**src/rtl/psl_mmio_pkg.sv**
```systemverilog
// Shared definitions for the PSL MMIO master.
//   mmio_state_t    : FSM state encoding (IDLE, ISSUE, WAIT, RESP)
//   TIMEOUT_DEFAULT : default number of WAIT cycles before a missing ack times out
//   ADDR_W / DATA_W : MMIO address and data widths
//   HALF_W          : width of one 32-bit word inside the doubleword data bus
//   WCNT_W          : width of the wait counter
package psl_mmio_pkg;

    typedef enum logic [1:0] {
        ST_IDLE  = 2'd0,
        ST_ISSUE = 2'd1,
        ST_WAIT  = 2'd2,
        ST_RESP  = 2'd3
    } mmio_state_t;

    localparam int TIMEOUT_DEFAULT = 256;
    localparam int ADDR_W          = 24;
    localparam int DATA_W          = 64;
    localparam int HALF_W          = DATA_W / 2;
    localparam int WCNT_W          = 16;

endpackage

```
**src/rtl/psl_mmio_master_parity_odd.sv**
```systemverilog
// Odd-parity generator.
//   data : input vector, big-endian [0:W-1]
//   par  : bit that makes the total number of ones in {data, par} odd
// The same block serves as a checker: a received parity bit is good when it
// equals par.
module parity_odd #(
    parameter int W = 8
) (
    input  logic [0:W-1] data,
    output logic         par
);

    assign par = ~(^data);

endmodule

```
**src/rtl/psl_mmio_master.sv**
```systemverilog
// PSL MMIO master: turns one request at a time into an MMIO strobe towards
// the AFU and returns exactly one response per accepted request.
//
// Ports (all vectors big-endian [0:N]):
//   ha_pclock, reset        : clock and synchronous active-high reset
//   req_valid/req_ready     : request handshake
//   req_rnw, req_dw, req_cfg: read/write, doubleword/word, descriptor space
//   req_addr, req_wdata     : word address and write data (word: bits 32..63)
//   rsp_valid               : one-cycle response strobe
//   rsp_rdata               : read data (0 for writes, timeouts, align errors)
//   rsp_timeout             : no ack within TIMEOUT_CYCLES WAIT cycles
//   rsp_parerr              : read data parity mismatch
//   rsp_alignerr            : doubleword request to an odd word address
//   ha_mm*                  : MMIO strobe, qualifiers, address, data, parities
//   ah_mmack, ah_mmdata,
//   ah_mmdatapar            : AFU completion and read data
//   dbg_state               : current FSM state
//
// Handshake: a request transfers on a rising edge where req_valid and
// req_ready are both 1. req_ready is 1 only in IDLE, so at most one request is
// outstanding and the requester must hold its fields while req_valid is 1 and
// req_ready is 0. There is no back-pressure on the response: rsp_valid is a
// single-cycle strobe that the requester must take when it appears.
module psl_mmio_master
    import psl_mmio_pkg::*;
#(
    parameter int TIMEOUT_CYCLES = TIMEOUT_DEFAULT
) (
    input  logic              ha_pclock,
    input  logic              reset,
    input  logic              req_valid,
    output logic              req_ready,
    input  logic              req_rnw,
    input  logic              req_dw,
    input  logic              req_cfg,
    input  logic [0:ADDR_W-1] req_addr,
    input  logic [0:DATA_W-1] req_wdata,
    output logic              rsp_valid,
    output logic [0:DATA_W-1] rsp_rdata,
    output logic              rsp_timeout,
    output logic              rsp_parerr,
    output logic              rsp_alignerr,
    output logic              ha_mmval,
    output logic              ha_mmcfg,
    output logic              ha_mmrnw,
    output logic              ha_mmdw,
    output logic [0:ADDR_W-1] ha_mmad,
    output logic              ha_mmadpar,
    output logic [0:DATA_W-1] ha_mmdata,
    output logic              ha_mmdatapar,
    input  logic              ah_mmack,
    input  logic [0:DATA_W-1] ah_mmdata,
    input  logic              ah_mmdatapar,
    output mmio_state_t       dbg_state
);

    // Last WAIT cycle index; reaching it without ack ends the wait.
    localparam logic [WCNT_W-1:0] TMO_LAST = WCNT_W'(TIMEOUT_CYCLES - 1);

    mmio_state_t       state_q;
    mmio_state_t       state_d;
    logic [WCNT_W-1:0] wait_cnt_q;

    logic              accept;
    logic              align_bad;
    logic              ack_take;
    logic              tmo_hit;

    logic [0:DATA_W-1] issue_data;
    logic [0:DATA_W-1] rd_data;
    logic              rd_par;

    logic [0:DATA_W-1] rsp_rdata_q;
    logic              rsp_timeout_q;
    logic              rsp_parerr_q;
    logic              rsp_alignerr_q;

    // ------------------------------------------------------------------
    // FSM state register
    // ------------------------------------------------------------------
    always_ff @(posedge ha_pclock) begin
        if (reset) begin
            state_q <= ST_IDLE;
        end else begin
            state_q <= state_d;
        end
    end

    // ------------------------------------------------------------------
    // FSM next state and transition events
    // ------------------------------------------------------------------
    always_comb begin
        state_d   = state_q;
        accept    = 1'b0;
        align_bad = 1'b0;
        ack_take  = 1'b0;
        tmo_hit   = 1'b0;
        case (state_q)
            ST_IDLE: begin
                if (req_valid) begin
                    accept = 1'b1;
                    // Odd word address cannot hold a doubleword: answer
                    // locally without touching the AFU.
                    if (req_dw && req_addr[ADDR_W-1]) begin
                        align_bad = 1'b1;
                        state_d   = ST_RESP;
                    end else begin
                        state_d   = ST_ISSUE;
                    end
                end
            end
            ST_ISSUE: begin
                // The strobe cycle itself; an ack here is too early to be real.
                state_d = ST_WAIT;
            end
            ST_WAIT: begin
                // Ack has priority over the timeout in the final WAIT cycle.
                if (ah_mmack) begin
                    ack_take = 1'b1;
                    state_d  = ST_RESP;
                end else if (wait_cnt_q == TMO_LAST) begin
                    tmo_hit  = 1'b1;
                    state_d  = ST_RESP;
                end
            end
            ST_RESP: begin
                state_d = ST_IDLE;
            end
            default: begin
                state_d = ST_IDLE;
            end
        endcase
    end

    // ------------------------------------------------------------------
    // Outgoing data: reads carry zero, word writes replicate the low word
    // ------------------------------------------------------------------
    always_comb begin
        issue_data = '0;
        if (!req_rnw) begin
            if (req_dw) begin
                issue_data = req_wdata;
            end else begin
                issue_data = {req_wdata[HALF_W:DATA_W-1], req_wdata[HALF_W:DATA_W-1]};
            end
        end
    end

    // Incoming data: word reads return only the low word, zero-extended.
    always_comb begin
        rd_data = ah_mmdata;
        if (!ha_mmdw) begin
            rd_data = {{HALF_W{1'b0}}, ah_mmdata[HALF_W:DATA_W-1]};
        end
    end

    // ------------------------------------------------------------------
    // Parity on address, outgoing data and returned data
    // ------------------------------------------------------------------
    parity_odd #(.W(ADDR_W)) u_ad_par (
        .data (ha_mmad),
        .par  (ha_mmadpar)
    );

    parity_odd #(.W(DATA_W)) u_wd_par (
        .data (ha_mmdata),
        .par  (ha_mmdatapar)
    );

    parity_odd #(.W(DATA_W)) u_rd_par (
        .data (ah_mmdata),
        .par  (rd_par)
    );

    // ------------------------------------------------------------------
    // MMIO command registers: loaded only when a real access is issued and
    // held until the next one, which keeps them stable through RESP.
    // ------------------------------------------------------------------
    always_ff @(posedge ha_pclock) begin
        if (reset) begin
            ha_mmcfg  <= 1'b0;
            ha_mmrnw  <= 1'b0;
            ha_mmdw   <= 1'b0;
            ha_mmad   <= '0;
            ha_mmdata <= '0;
        end else if (accept && !align_bad) begin
            ha_mmcfg  <= req_cfg;
            ha_mmrnw  <= req_rnw;
            ha_mmdw   <= req_dw;
            ha_mmad   <= req_addr;
            ha_mmdata <= issue_data;
        end
    end

    // ------------------------------------------------------------------
    // Wait counter: cleared on the way into WAIT, counts WAIT cycles
    // ------------------------------------------------------------------
    always_ff @(posedge ha_pclock) begin
        if (reset) begin
            wait_cnt_q <= '0;
        end else if (state_q == ST_ISSUE) begin
            wait_cnt_q <= '0;
        end else if (state_q == ST_WAIT) begin
            wait_cnt_q <= wait_cnt_q + {{(WCNT_W-1){1'b0}}, 1'b1};
        end
    end

    // ------------------------------------------------------------------
    // Response registers: set only on the edge into RESP and cleared on
    // every other edge, so they are zero whenever rsp_valid is low.
    // ------------------------------------------------------------------
    always_ff @(posedge ha_pclock) begin
        if (reset) begin
            rsp_rdata_q    <= '0;
            rsp_timeout_q  <= 1'b0;
            rsp_parerr_q   <= 1'b0;
            rsp_alignerr_q <= 1'b0;
        end else begin
            rsp_rdata_q    <= '0;
            rsp_timeout_q  <= 1'b0;
            rsp_parerr_q   <= 1'b0;
            rsp_alignerr_q <= 1'b0;
            if (align_bad) begin
                rsp_alignerr_q <= 1'b1;
            end
            if (ack_take && ha_mmrnw) begin
                rsp_rdata_q  <= rd_data;
                rsp_parerr_q <= (ah_mmdatapar != rd_par);
            end
            if (tmo_hit) begin
                rsp_timeout_q <= 1'b1;
            end
        end
    end

    // ------------------------------------------------------------------
    // Outputs
    // ------------------------------------------------------------------
    assign req_ready    = (state_q == ST_IDLE);
    assign ha_mmval     = (state_q == ST_ISSUE);
    assign rsp_valid    = (state_q == ST_RESP);
    assign rsp_rdata    = rsp_rdata_q;
    assign rsp_timeout  = rsp_timeout_q;
    assign rsp_parerr   = rsp_parerr_q;
    assign rsp_alignerr = rsp_alignerr_q;
    assign dbg_state    = state_q;

endmodule

```
**config.mk**
```make
export PLATFORM = sky130hd
export DESIGN_NAME = psl_mmio_master
export DESIGN_NICKNAME = d
export VERILOG_FILES = /design/src/rtl/psl_mmio_pkg.sv /design/src/rtl/psl_mmio_master_parity_odd.sv /design/src/rtl/psl_mmio_master.sv
export SDC_FILE = /design/constraint.sdc
export NUM_CORES = 1
export LEC_CHECK = 0
export ABC_AREA = 1
export CORE_MARGIN = 2
export CORE_UTILIZATION = 55
export CTS_BUF_LIST = sky130_fd_sc_hd__clkbuf_16
export DETAILED_ROUTE_END_ITERATION = 6
export DONT_BUFFER_PORTS = 1
export PLACE_DENSITY = 0.8
export SLEW_MARGIN = 20
export SYNTH_ARGS = -nofsm -noshare
export SYNTH_HDL_FRONTEND = slang
export SYNTH_SLANG_ARGS = --single-unit
```
**constraint.sdc**
```tcl
create_clock -name ha_pclock -period 4.6 [get_ports ha_pclock]
set_clock_uncertainty 0.15 [all_clocks]
set_input_delay 0.46 -clock ha_pclock [delete_from_list [all_inputs] [get_ports ha_pclock]]
set_output_delay 0.46 -clock ha_pclock [all_outputs]
set_load 0.02 [all_outputs]
```
Word-level counts from Yosys, hierarchy flattened. Cells that the tools add are included.

Bits in registers: 176. Bits in latches: 0. Memory bits (writable): 0. Bits in read-only memories: 0. Output and inout port bits: 165. Word-level logic and storage cells: 56. Memories: 0.

$add $sub $neg: 1. Multiply operators: 0. Divide/modulo/power cells: 0. Order comparisons: 0. Equality and inequality tests: 7. Shift operators: 0. Mux-type cells: 19. Bitwise operators: 5. Reductions and logical operators: 12.

Operators by type and width (number): 2-to-1 mux 64 bit (2); parity 64 bit (2); parity 24 bit (1); adder 16 x 1 -> 16 bit, second input constant (1); == test 16 x 8 -> 1 bit, second input constant (1); 2-to-1 mux 1 bit (12); 2-to-1 mux 2 bit (4); one-hot mux 2 bit (4 select lines) (1); inverter 1 bit (5); == test 2 bit, second input constant (2); OR reduction 2 bit (2); logical AND 1 bit (3); != test 3 bit, second input constant (1); OR reduction 3 bit (1); == test 2 x 1 -> 1 bit, second input constant (1); logical NOT 2 bit (1); != test 2 bit, second input constant (1); AND reduction 2 bit (1); logical NOT 1 bit (1); != test 1 bit (1).

Logic depth before layout (Yosys ltp). Gate-level depths: netlist of run 1.

Depth in word-level cells: 6. Depth in mapped cells: 16. Mapped depth without buffers: 16.

Cells and area by module. From an unflattened synthesis of run 1, not the netlist that was laid out.

Cell total of the unflattened synthesis: 1643. Area total of the unflattened synthesis: 10095.9 sq um.

Modules (own cells, without submodules): psl_mmio_master (instances 1, cells each 766, area each 6470.0 sq um, seq. area each 3523.4 sq um); parity_odd (u_rd_par ...) (instances 2, cells each 386, area each 1580.3 sq um, seq. area each 0.0 sq um); parity_odd (u_ad_par) (instances 1, cells each 105, area each 465.4 sq um, seq. area each 0.0 sq um).

Worst setup path after synthesis of run 1. OpenSTA, ideal clock, no wires.

Path type: register to output. From: register ha_mmdata[55] in the netlist's numbering. To: output ha_mmdatapar. Arrival: 1.474 ns. Required time: 3.990 ns. Path slack: 2.516 ns. Stages on the path, launching flop included: 13. Cell sequence: dfxtp_1 > xor2_1 > xor2_1 > nand2_1 > nand2_1 > inv_1 > nand2_1 > nand2_1 > nand2_1 > nand2_1 > inv_1 > nand2_1 > nand2_1.

Cells in the longest elaborated chain, start to end: 2.

Ends and longest elaborated chain: start, declared (line psl_mmio_master.sv:49) `output logic [0:DATA_W-1] ha_mmdata,`; start signal, assigned (line psl_mmio_master.sv:191) `ha_mmdata <= issue_data;`; parity 64 bit (line psl_mmio_master_parity_odd.sv:13) `assign par = ~(^data);`; inverter 1 bit (line psl_mmio_master_parity_odd.sv:13); end, declared (line psl_mmio_master.sv:50) `output logic ha_mmdatapar,`.

No other way between the ends.

Worst setup path after layout of run 1.
From: register state_q[0], in the netlist dbg_state[0]. To: register ha_mmdata[2] in the netlist's numbering.

Cells in the longest elaborated chain, start to end: 4. Elaborated cells on any way between the ends: 5.

Ends and longest elaborated chain: start, declared (line psl_mmio_master.sv:60) `mmio_state_t state_q;`; start signal, assigned (line psl_mmio_master.sv:85) `state_q <= state_d;`; logical NOT 2 bit (*); net req_ready (line psl_mmio_master.sv:32) `output logic req_ready,`; 2-to-1 mux 1 bit (line psl_mmio_master.sv:98) `case (state_q)`; logical NOT 1 bit (line psl_mmio_master.sv:186) `end else if (accept && !align_bad) begin`; logical AND 1 bit (*) (line psl_mmio_master.sv:186).

Mark *: on every way through the listed nets, which the timed path passes. The rest lies on a longest branch. A chain may end at the register's enable or synchronous reset.

==> impl_metrics.yaml, run 1 <==
outcome:
  status: "finished, final reports clean"
die:
  start_util: 0.563
  top_level_ports: 325
  coreArea_um2: 15100
  dieArea_um2: 16500
  die_w_um: 128
  fp.dieH_um: 128
  rows: 45
timing:
  rsz0062_at_grt: "no"
  tightest_slew_ps: 1000
  final.period_utilization: 0.627
  tns_ps: 0
  setup_viol: 0
  report.final.slew_viol_count: 0
  hold_viol: 0
  min_period_ps: 2890
  fmax_mhz: 347
  relSlewSlack: 0.331
pwr:
  p_int_uw: 2990
  p_sw_uw: 1800
  ir_worst_vdd_v: 0.000400
  power_frac_clock: 0.302
  report.power.total_uw: 4780
  power_density_nw_per_um2: 499
  combPwrFrac: 0.289
  power.share.sequential: 0.408
  power_leakage_uw: 0.00433
  swShare: 0.376
placement:
  gp_congestion: 0.845
  port_buffers: 0
  hpwlAfterDp_mm: 15.5
synth:
  synth.area.top_cells: "dfxtp_1 41%, nand2_1 16%, xnor2_1 8.1%, inv_1 6.4%, nor2_1 4.9%"
  synth_compound_area_frac: 0.102
  synthDistinctLibCells: 34
  synth_xor_area_frac: 0.119
  synth_fa_ha_area_frac: 0.00881
  yosysSeqAreaShare: 0.413
  ys_warn_count: 0
  synth_top_area_share: 0.413
  synth_edf_count: 0
  synth-simple-area-share: 0.239
  synth_top_area_cell: "dfxtp_1"
  synth.area.mux_share: 0.0304
  synthArstFlopShare: 0
  synth_ff_type: "dfxtp_1"
  syn_area_um2: 8520
  synthesis.nets: 1333
  synth_top_family_by_area: "simple AND/OR/NAND/NOR gates"
  syn_avg_cell_area_um2: 7.30
  synth_cells: 1167
  ys_ff_latch: 176
routing:
  dr_wl_met2_mm: 10.9
  dr.pass1.iters: 6
  route.met3.wl_mm: 1.93
  wl_per_cell_um: 15.7
  ant_nets: 0
  detail_route.drc_violations: 0
  wirelength_met1_mm: 8.27
  vias_per_cell: 5.20
  top_layer: "met4"
  drt_iter0_drc: 450
  vias: 7216
  wirelength_mm: 21.7
global_routing:
  grt_pass1_wl_mm: 33.4
  grt_overflow: 0
  grt_start_max_net_pins: 97
  antenna_found_initial: 0
  track_usage: 0.254
  grt_pass1_vias: 7031
clock_tree:
  clock_latency_ps: 420
  numCtsBuffers: 17
  clockBufferDepth: 2
  clk_pin_slew_ps: 70
  root_buffer: "clkbuf_16"
  cts.sinks: 176
  cts_tree: "yes"
  htreeDepth: 4
  cts_resized: 0
cells_and_area:
  fillers: 1263
  drive_above_1_share: 0.0634
  antenna_cells: 0
  layout.nets: 1352
  syn2layout_area_growth_pct: 12.4
  regArea_um2: 3520
  multi_input_area_um2: 4270
setup_path:
  end_kind: "register"
  arrival_ps: 3080
  cpPeakStageDelay_ps: 740
  crit_chain: "inv_1 -> ha_1 -> nand3_4 -> nor2_4 -> buf_4 -> nand2_1 -> a21oi_1"
  critical_path_class: "reg2reg"
  crit_slowest_cell: "nor2_4"
  required_ps: 4800
  start_kind: "register"
  cp_max_fo: 37
run:
  drv_cap: 0
worst_hold_path:
  hp-class: "in2reg"
-- cell usage after synthesis (2+ instances only) --
library cell  instances
a21oi_1              67
a22oi_1              33
a31oi_1               3
buf_2                16
buf_4                 6
clkbuf_1             18
dfxtp_1             176
ha_1                  6
inv_1               145
mux2_2               23
nand2_1             356
nand2_2               2
nand3_1              18
nand3_2               2
nand4_1               2
nor2_1              112
nor2_2                2
nor2_4                2
nor3_1                5
nor4_1                3
o211ai_1              9
o21ai_0              35
xnor2_1              79
xor2_1               37
-- per-stage QoR --
step	utilization	hold slack, ps	cells	cell area, um2	worst slack (ps)
floorplan	-	292	1167	8520	2520
CTS	0.633	2.18	1387	9580	1710
finish	0.633	23.6	1387	9590	1710
detailed placement	0.568	324	1317	8600	1800
global route	0.633	14.7	1387	9590	1520
global placement	0.568	308	1317	8600	1860
-- registers in the layout, summed over array words and instances, names as in the netlist --
signal,cells
dbg_state,2
ha_mmad,24
ha_mmcfg,1
ha_mmdata,64
ha_mmdw,1
ha_mmrnw,1
rsp_alignerr,1
rsp_parerr,1
rsp_rdata,64
rsp_timeout,1
wait_cnt_q,16
-- path summary, 6_finish.rpt --
check	slack, ps	startpoint	end	depth (start not counted)
min reg2reg	340	wait_cnt_q[4]$_SDFFE_PP0N_	wait_cnt_q[4]$_SDFFE_PP0N_	2
max	1710	dbg_state[0]$_SDFFE_PP0P_	ha_mmdata[2]$_SDFFE_PP0P_	7
max reg2reg	1710	dbg_state[0]$_SDFFE_PP0P_	ha_mmdata[2]$_SDFFE_PP0P_	7
min	20	ah_mmdata[27]	rsp_rdata[27]$_SDFF_PP0_	2
-- cell type report --
type,instances,area share
well taps,188,0.0245
multi-input cells,804,0.446
flip-flops and latches,176,0.368
inverters,146,0.0572
repair buffers,41,0.0439
clock buffers,17,0.0444
clock inverters,15,0.0166
-- power by group through the flow --
stage / clock network (uW) / registers (uW) / logic, uW
floorplan: 0 / 1940 / 1170
global placement: 0 / 1980 / 1290
detailed placement: 0 / 1990 / 1330
CTS: 1470 / 1950 / 1380
global route: 1530 / 1970 / 1560
finish: 1450 / 1950 / 1380
-- critical path: cells and delay by family (launching register included) --
family	cells	cell delay, ps
fa+ha+maj	1	450
simple gates	3	1100
flops	1	420
compound gates	1	130
buf+inv	2	530
-- per-layer routing --
metal | up-vias | GRT usage
li1 | 3656 | -
met1 | 3215 | 0.272
met2 | 299 | 0.457
met3 | 46 | 0.0890
met4 | 0 | 0.101
met5 | - | 0
-- cells in the final DEF (no fill, tap or decap), types with 18 or more instances in the layout --
| master | Yosys | layout |
|---|---|---|
| inv_1 | 145 | 145 |
| o21ai_0 | 35 | 35 |
| a22oi_1 | 33 | 33 |
| xor2_1 | 37 | 37 |
| nand2_1 | 356 | 355 |
| nor2_1 | 112 | 111 |
| dfxtp_1 | 176 | 176 |
| mux2_2 | 23 | 23 |
| a21oi_1 | 67 | 67 |
| dlygate4sd3_1 | 0 | 37 |
| xnor2_1 | 79 | 79 |
| nand3_1 | 18 | 18 |
-- repair_timing --
| item | CTS | global route |
|---|---|---|
| buffers inserted | 0 | 0 |
| hold buffers | 38 | 0 |
| hold endpoints to repair | 104 | 0 |
-- kinds of logic after synthesis --
group | after synthesis
adders and majority gates | 6
AOI/OAI and AO/OA | 150
muxes | 23
xor gates and xnor gates | 116
DFF | 176
buffers and inverters | 187
and+or+nand+nor | 509
Power figures use the tool's default switching activity.
==> run 2, diff against run 1 <==
--- a/config.mk
+++ b/config.mk
@@ -5,13 +5,13 @@
 export SDC_FILE = /design/constraint.sdc
 export NUM_CORES = 1
 export LEC_CHECK = 0
-export ABC_AREA = 1
-export CORE_MARGIN = 2
-export CORE_UTILIZATION = 55
+export ABC_AREA = 0
+export CORE_AREA = 2 2 125 127
 export CTS_BUF_LIST = sky130_fd_sc_hd__clkbuf_16
 export DETAILED_ROUTE_END_ITERATION = 6
+export DIE_AREA = 0 0 127 129
 export DONT_BUFFER_PORTS = 1
-export PLACE_DENSITY = 0.8
+export PLACE_DENSITY = 0.76
 export SLEW_MARGIN = 20
 export SYNTH_ARGS = -nofsm -noshare
 export SYNTH_HDL_FRONTEND = slang
==> constraint.sdc (replaced) <==
create_clock -name ha_pclock -period 3 [get_ports ha_pclock]
set_clock_uncertainty 0.15 [all_clocks]
set_input_delay 0.3 -clock ha_pclock [delete_from_list [all_inputs] [get_ports ha_pclock]]
set_output_delay 0.3 -clock ha_pclock [all_outputs]
set_load 0.02 [all_outputs]
==> run 2 against run 1 <==
Highest routed layer unchanged. Critical path type is now reg2out. Utilization up 1.1 points. Flip-flop and latch count is the same. Hold slack better by 46 ps. Setup slack worse by 1700 ps. Non-clock buffer count is 94 higher. Sequential share of layout area down 0.21 points.
==> impl_metrics.yaml, run 2 <==
outcome:
  status: "finished, final reports clean"
synth:
  ys_warn_count: 0
  synth.most_common_cell: "dfxtp_1"
  synth_edf_count: 0
  yosys-top-cells-count: "176 x dfxtp_1, 132 x xnor2_1, 90 x a21oi_1, 89 x nand2_1, 55 x nor2_1"
  ys_ff_latch: 176
  synth_top_area_share: 0.463
  synth_top_area_cell: "dfxtp_1"
  syn_avg_cell_area_um2: 9.14
  synth_cells: 832
  synthesis.nets: 998
  synthArstFlopShare: 0
  yosysSeqAreaShare: 0.463
  synth_ff_type: "dfxtp_1"
  synthDistinctLibCells: 30
  syn_area_um2: 7600
  synth.area.top_cells: "dfxtp_1 46%, xnor2_1 15%, a21oi_1 5.9%, nand2_1 4.4%, mux2i_1 4.3%"
timing:
  fmax_mhz: 340
  rsz0062_at_grt: "no"
  setup_viol: 0
  final.period_utilization: 0.980
  min_period_ps: 2940
  report.final.slew_viol_count: 0
  tns_ps: 0
  relSlewSlack: 0.268
  hold_viol: 0
  tightest_slew_ps: 1100
pwr:
  power.share.sequential: 0.402
  combPwrFrac: 0.288
  ir_worst_vdd_v: 0.000368
  p_sw_uw: 2540
  p_int_uw: 4520
  power_frac_clock: 0.310
  report.power.total_uw: 7050
  swShare: 0.360
  power_leakage_uw: 0.00367
  power_density_nw_per_um2: 732
cells_and_area:
  final_common_cell: "dfxtp_1"
  layout.nets: 1098
  antenna_cells: 0
  syn2layout_area_growth_pct: 26.8
  fillers: 1110
  final_cell_mix: "176 x dfxtp_1, 132 x xnor2_1, 126 x dlygate4sd3_1, 89 x nand2_1, 89 x a21oi_1"
  drive_above_1_share: 0.0476
worst_hold_path:
  min-delay-start: "ah_mmack"
  whs_path_depth: 4
  hold_path_end: "dbg_state[1]$_SDFFE_PP0P_"
  hp-class: "in2reg"
setup_path:
  reg2reg_to: "ha_mmad[18]$_SDFFE_PP0P_"
  r2r_cells: 7
  start_kind: "register"
  critical_path_class: "reg2out"
  worst_r2r_startpoint: "dbg_state[0]$_SDFFE_PP0P_"
  cp_max_fo: 3
  arrival_ps: 2490
  end_kind: "output pin"
  r2r_slack_ps: 310
  required_ps: 2550
clock_tree:
  clk_pin_slew_ps: 70
  numCtsBuffers: 17
  clockBufferDepth: 2
  root_buffer: "clkbuf_16"
  holdBufCountCts: 128
  cts.sinks: 176
  htreeDepth: 4
  clock_latency_ps: 420
  post-cts-setup-buffers: 0
  cts_tree: "yes"
  cts_resized: 0
placement:
  port_buffers: 0
  gp_congestion: 0.847
  hpwlAfterDp_mm: 14.3
routing:
  vias_per_cell: 5.60
  wl_per_cell_um: 20.7
  ant_nets: 0
  wirelength_mm: 23.4
  vias: 6345
  detail_route.drc_violations: 0
  dr.pass1.iters: 5
  drt_iter0_drc: 459
global_routing:
  grt_overflow: 0
  grt_pass1_wl_mm: 34.9
  track_usage: 0.275
  grt_start_max_net_pins: 95
  antenna_found_initial: 0
  grt_pass1_vias: 6273
die:
  start_util: 0.508
  dieArea_um2: 16400
  top_level_ports: 325
  coreArea_um2: 15000
  die_w_um: 127
  fp.dieH_um: 129
  rows: 45
run:
  drv_cap: 0
-- run 2: cell count changes after synthesis, moves of 35 or more --
cell	delta
nor2_1	-57
and3_1	+35
o21ai_0	-35
xnor2_1	+53
inv_1	-142
nand2_1	-267
-- run 2: area by class of cell --
| type | count | area (um2) | share of cell area |
|---|---|---|---|
| Multi-Input combinational cell | 599 | 3880 | 0.402 |
| Sequential cell | 176 | 3520 | 0.365 |
| Timing Repair Buffer | 135 | 1400 | 0.145 |
| Clock buffer | 17 | 425 | 0.0441 |
| Tap cell | 188 | 235 | 0.0244 |
| Clock inverter | 15 | 168 | 0.0174 |
| Inverter | 3 | 11.3 | 0.00117 |
-- run 2: power groups by stage --
stage	registers [uW]	logic [uW]	clock network, uW
finish	2840	2030	2190
global route	2850	2170	2320
CTS	2830	2000	2200
detailed placement	2890	1820	0
global placement	2880	1790	0
floorplan	2820	1550	0
-- run 2: kinds of logic (layout without fill, tap and decap cells) --
family                   after synthesis  count (layout)  synth area share
AND/OR/NAND/NOR                      304             304             0.202
flip-flops                           176             176             0.463
XOR/XNOR                             164             164             0.191
AO/OA/AOI/OAI                         92              92            0.0612
buffers and inverters                 57             170            0.0293
multiplexers                          33              33            0.0435
adder cells (fa/ha/maj)                6               6           0.00987
-- run 2: worst max-delay path: stages, from the launching register on --
cell     delay [ps]
dfxtp_1         510
xor2_1          410
xnor2_1         150
xnor2_1         200
xnor2_1         160
xnor2_1         140
xnor2_1         500
-- run 2: through the flow --
stage / instance area (um2) / setup slack [ps] / std cells / hold WS, ps / utilization
global route: 9640 / 8.11 / 1133 / 72.4 / 0.644
global placement: 7740 / 504 / 973 / 227 / 0.517
floorplan: 7600 / 836 / 832 / 226 / -
detailed placement: 7740 / 505 / 973 / 229 / 0.517
finish: 9640 / 59.4 / 1133 / 69.8 / 0.644
CTS: 9640 / 40.3 / 1133 / 41.4 / 0.644
-- run 2: metal layers --
layer / up-vias / part of all wire / routed length, um / track usage
li1: 2951 / - / - / -
met2: 351 / 0.50 / 11600 / 0.474
met5: - / 0 / 0 / 0
met4: 0 / 0.039 / 924 / 0.132
met1: 2974 / 0.37 / 8640 / 0.300
met3: 69 / 0.096 / 2240 / 0.101
-- run 2: worst max-delay path by stage --
stage	start	to	slack [ps]
floorplan	dbg_state[0]$_SDFFE_PP0P_	ha_mmdata[32]$_SDFFE_PP0P_	840
global placement	ha_mmdata[32]$_SDFFE_PP0P_	ha_mmdatapar	500
detailed placement	ha_mmdata[32]$_SDFFE_PP0P_	ha_mmdatapar	500
CTS	ha_mmdata[32]$_SDFFE_PP0P_	ha_mmdatapar	40
global route	ha_mmdata[32]$_SDFFE_PP0P_	ha_mmdatapar	8
finish	ha_mmdata[32]$_SDFFE_PP0P_	ha_mmdatapar	60
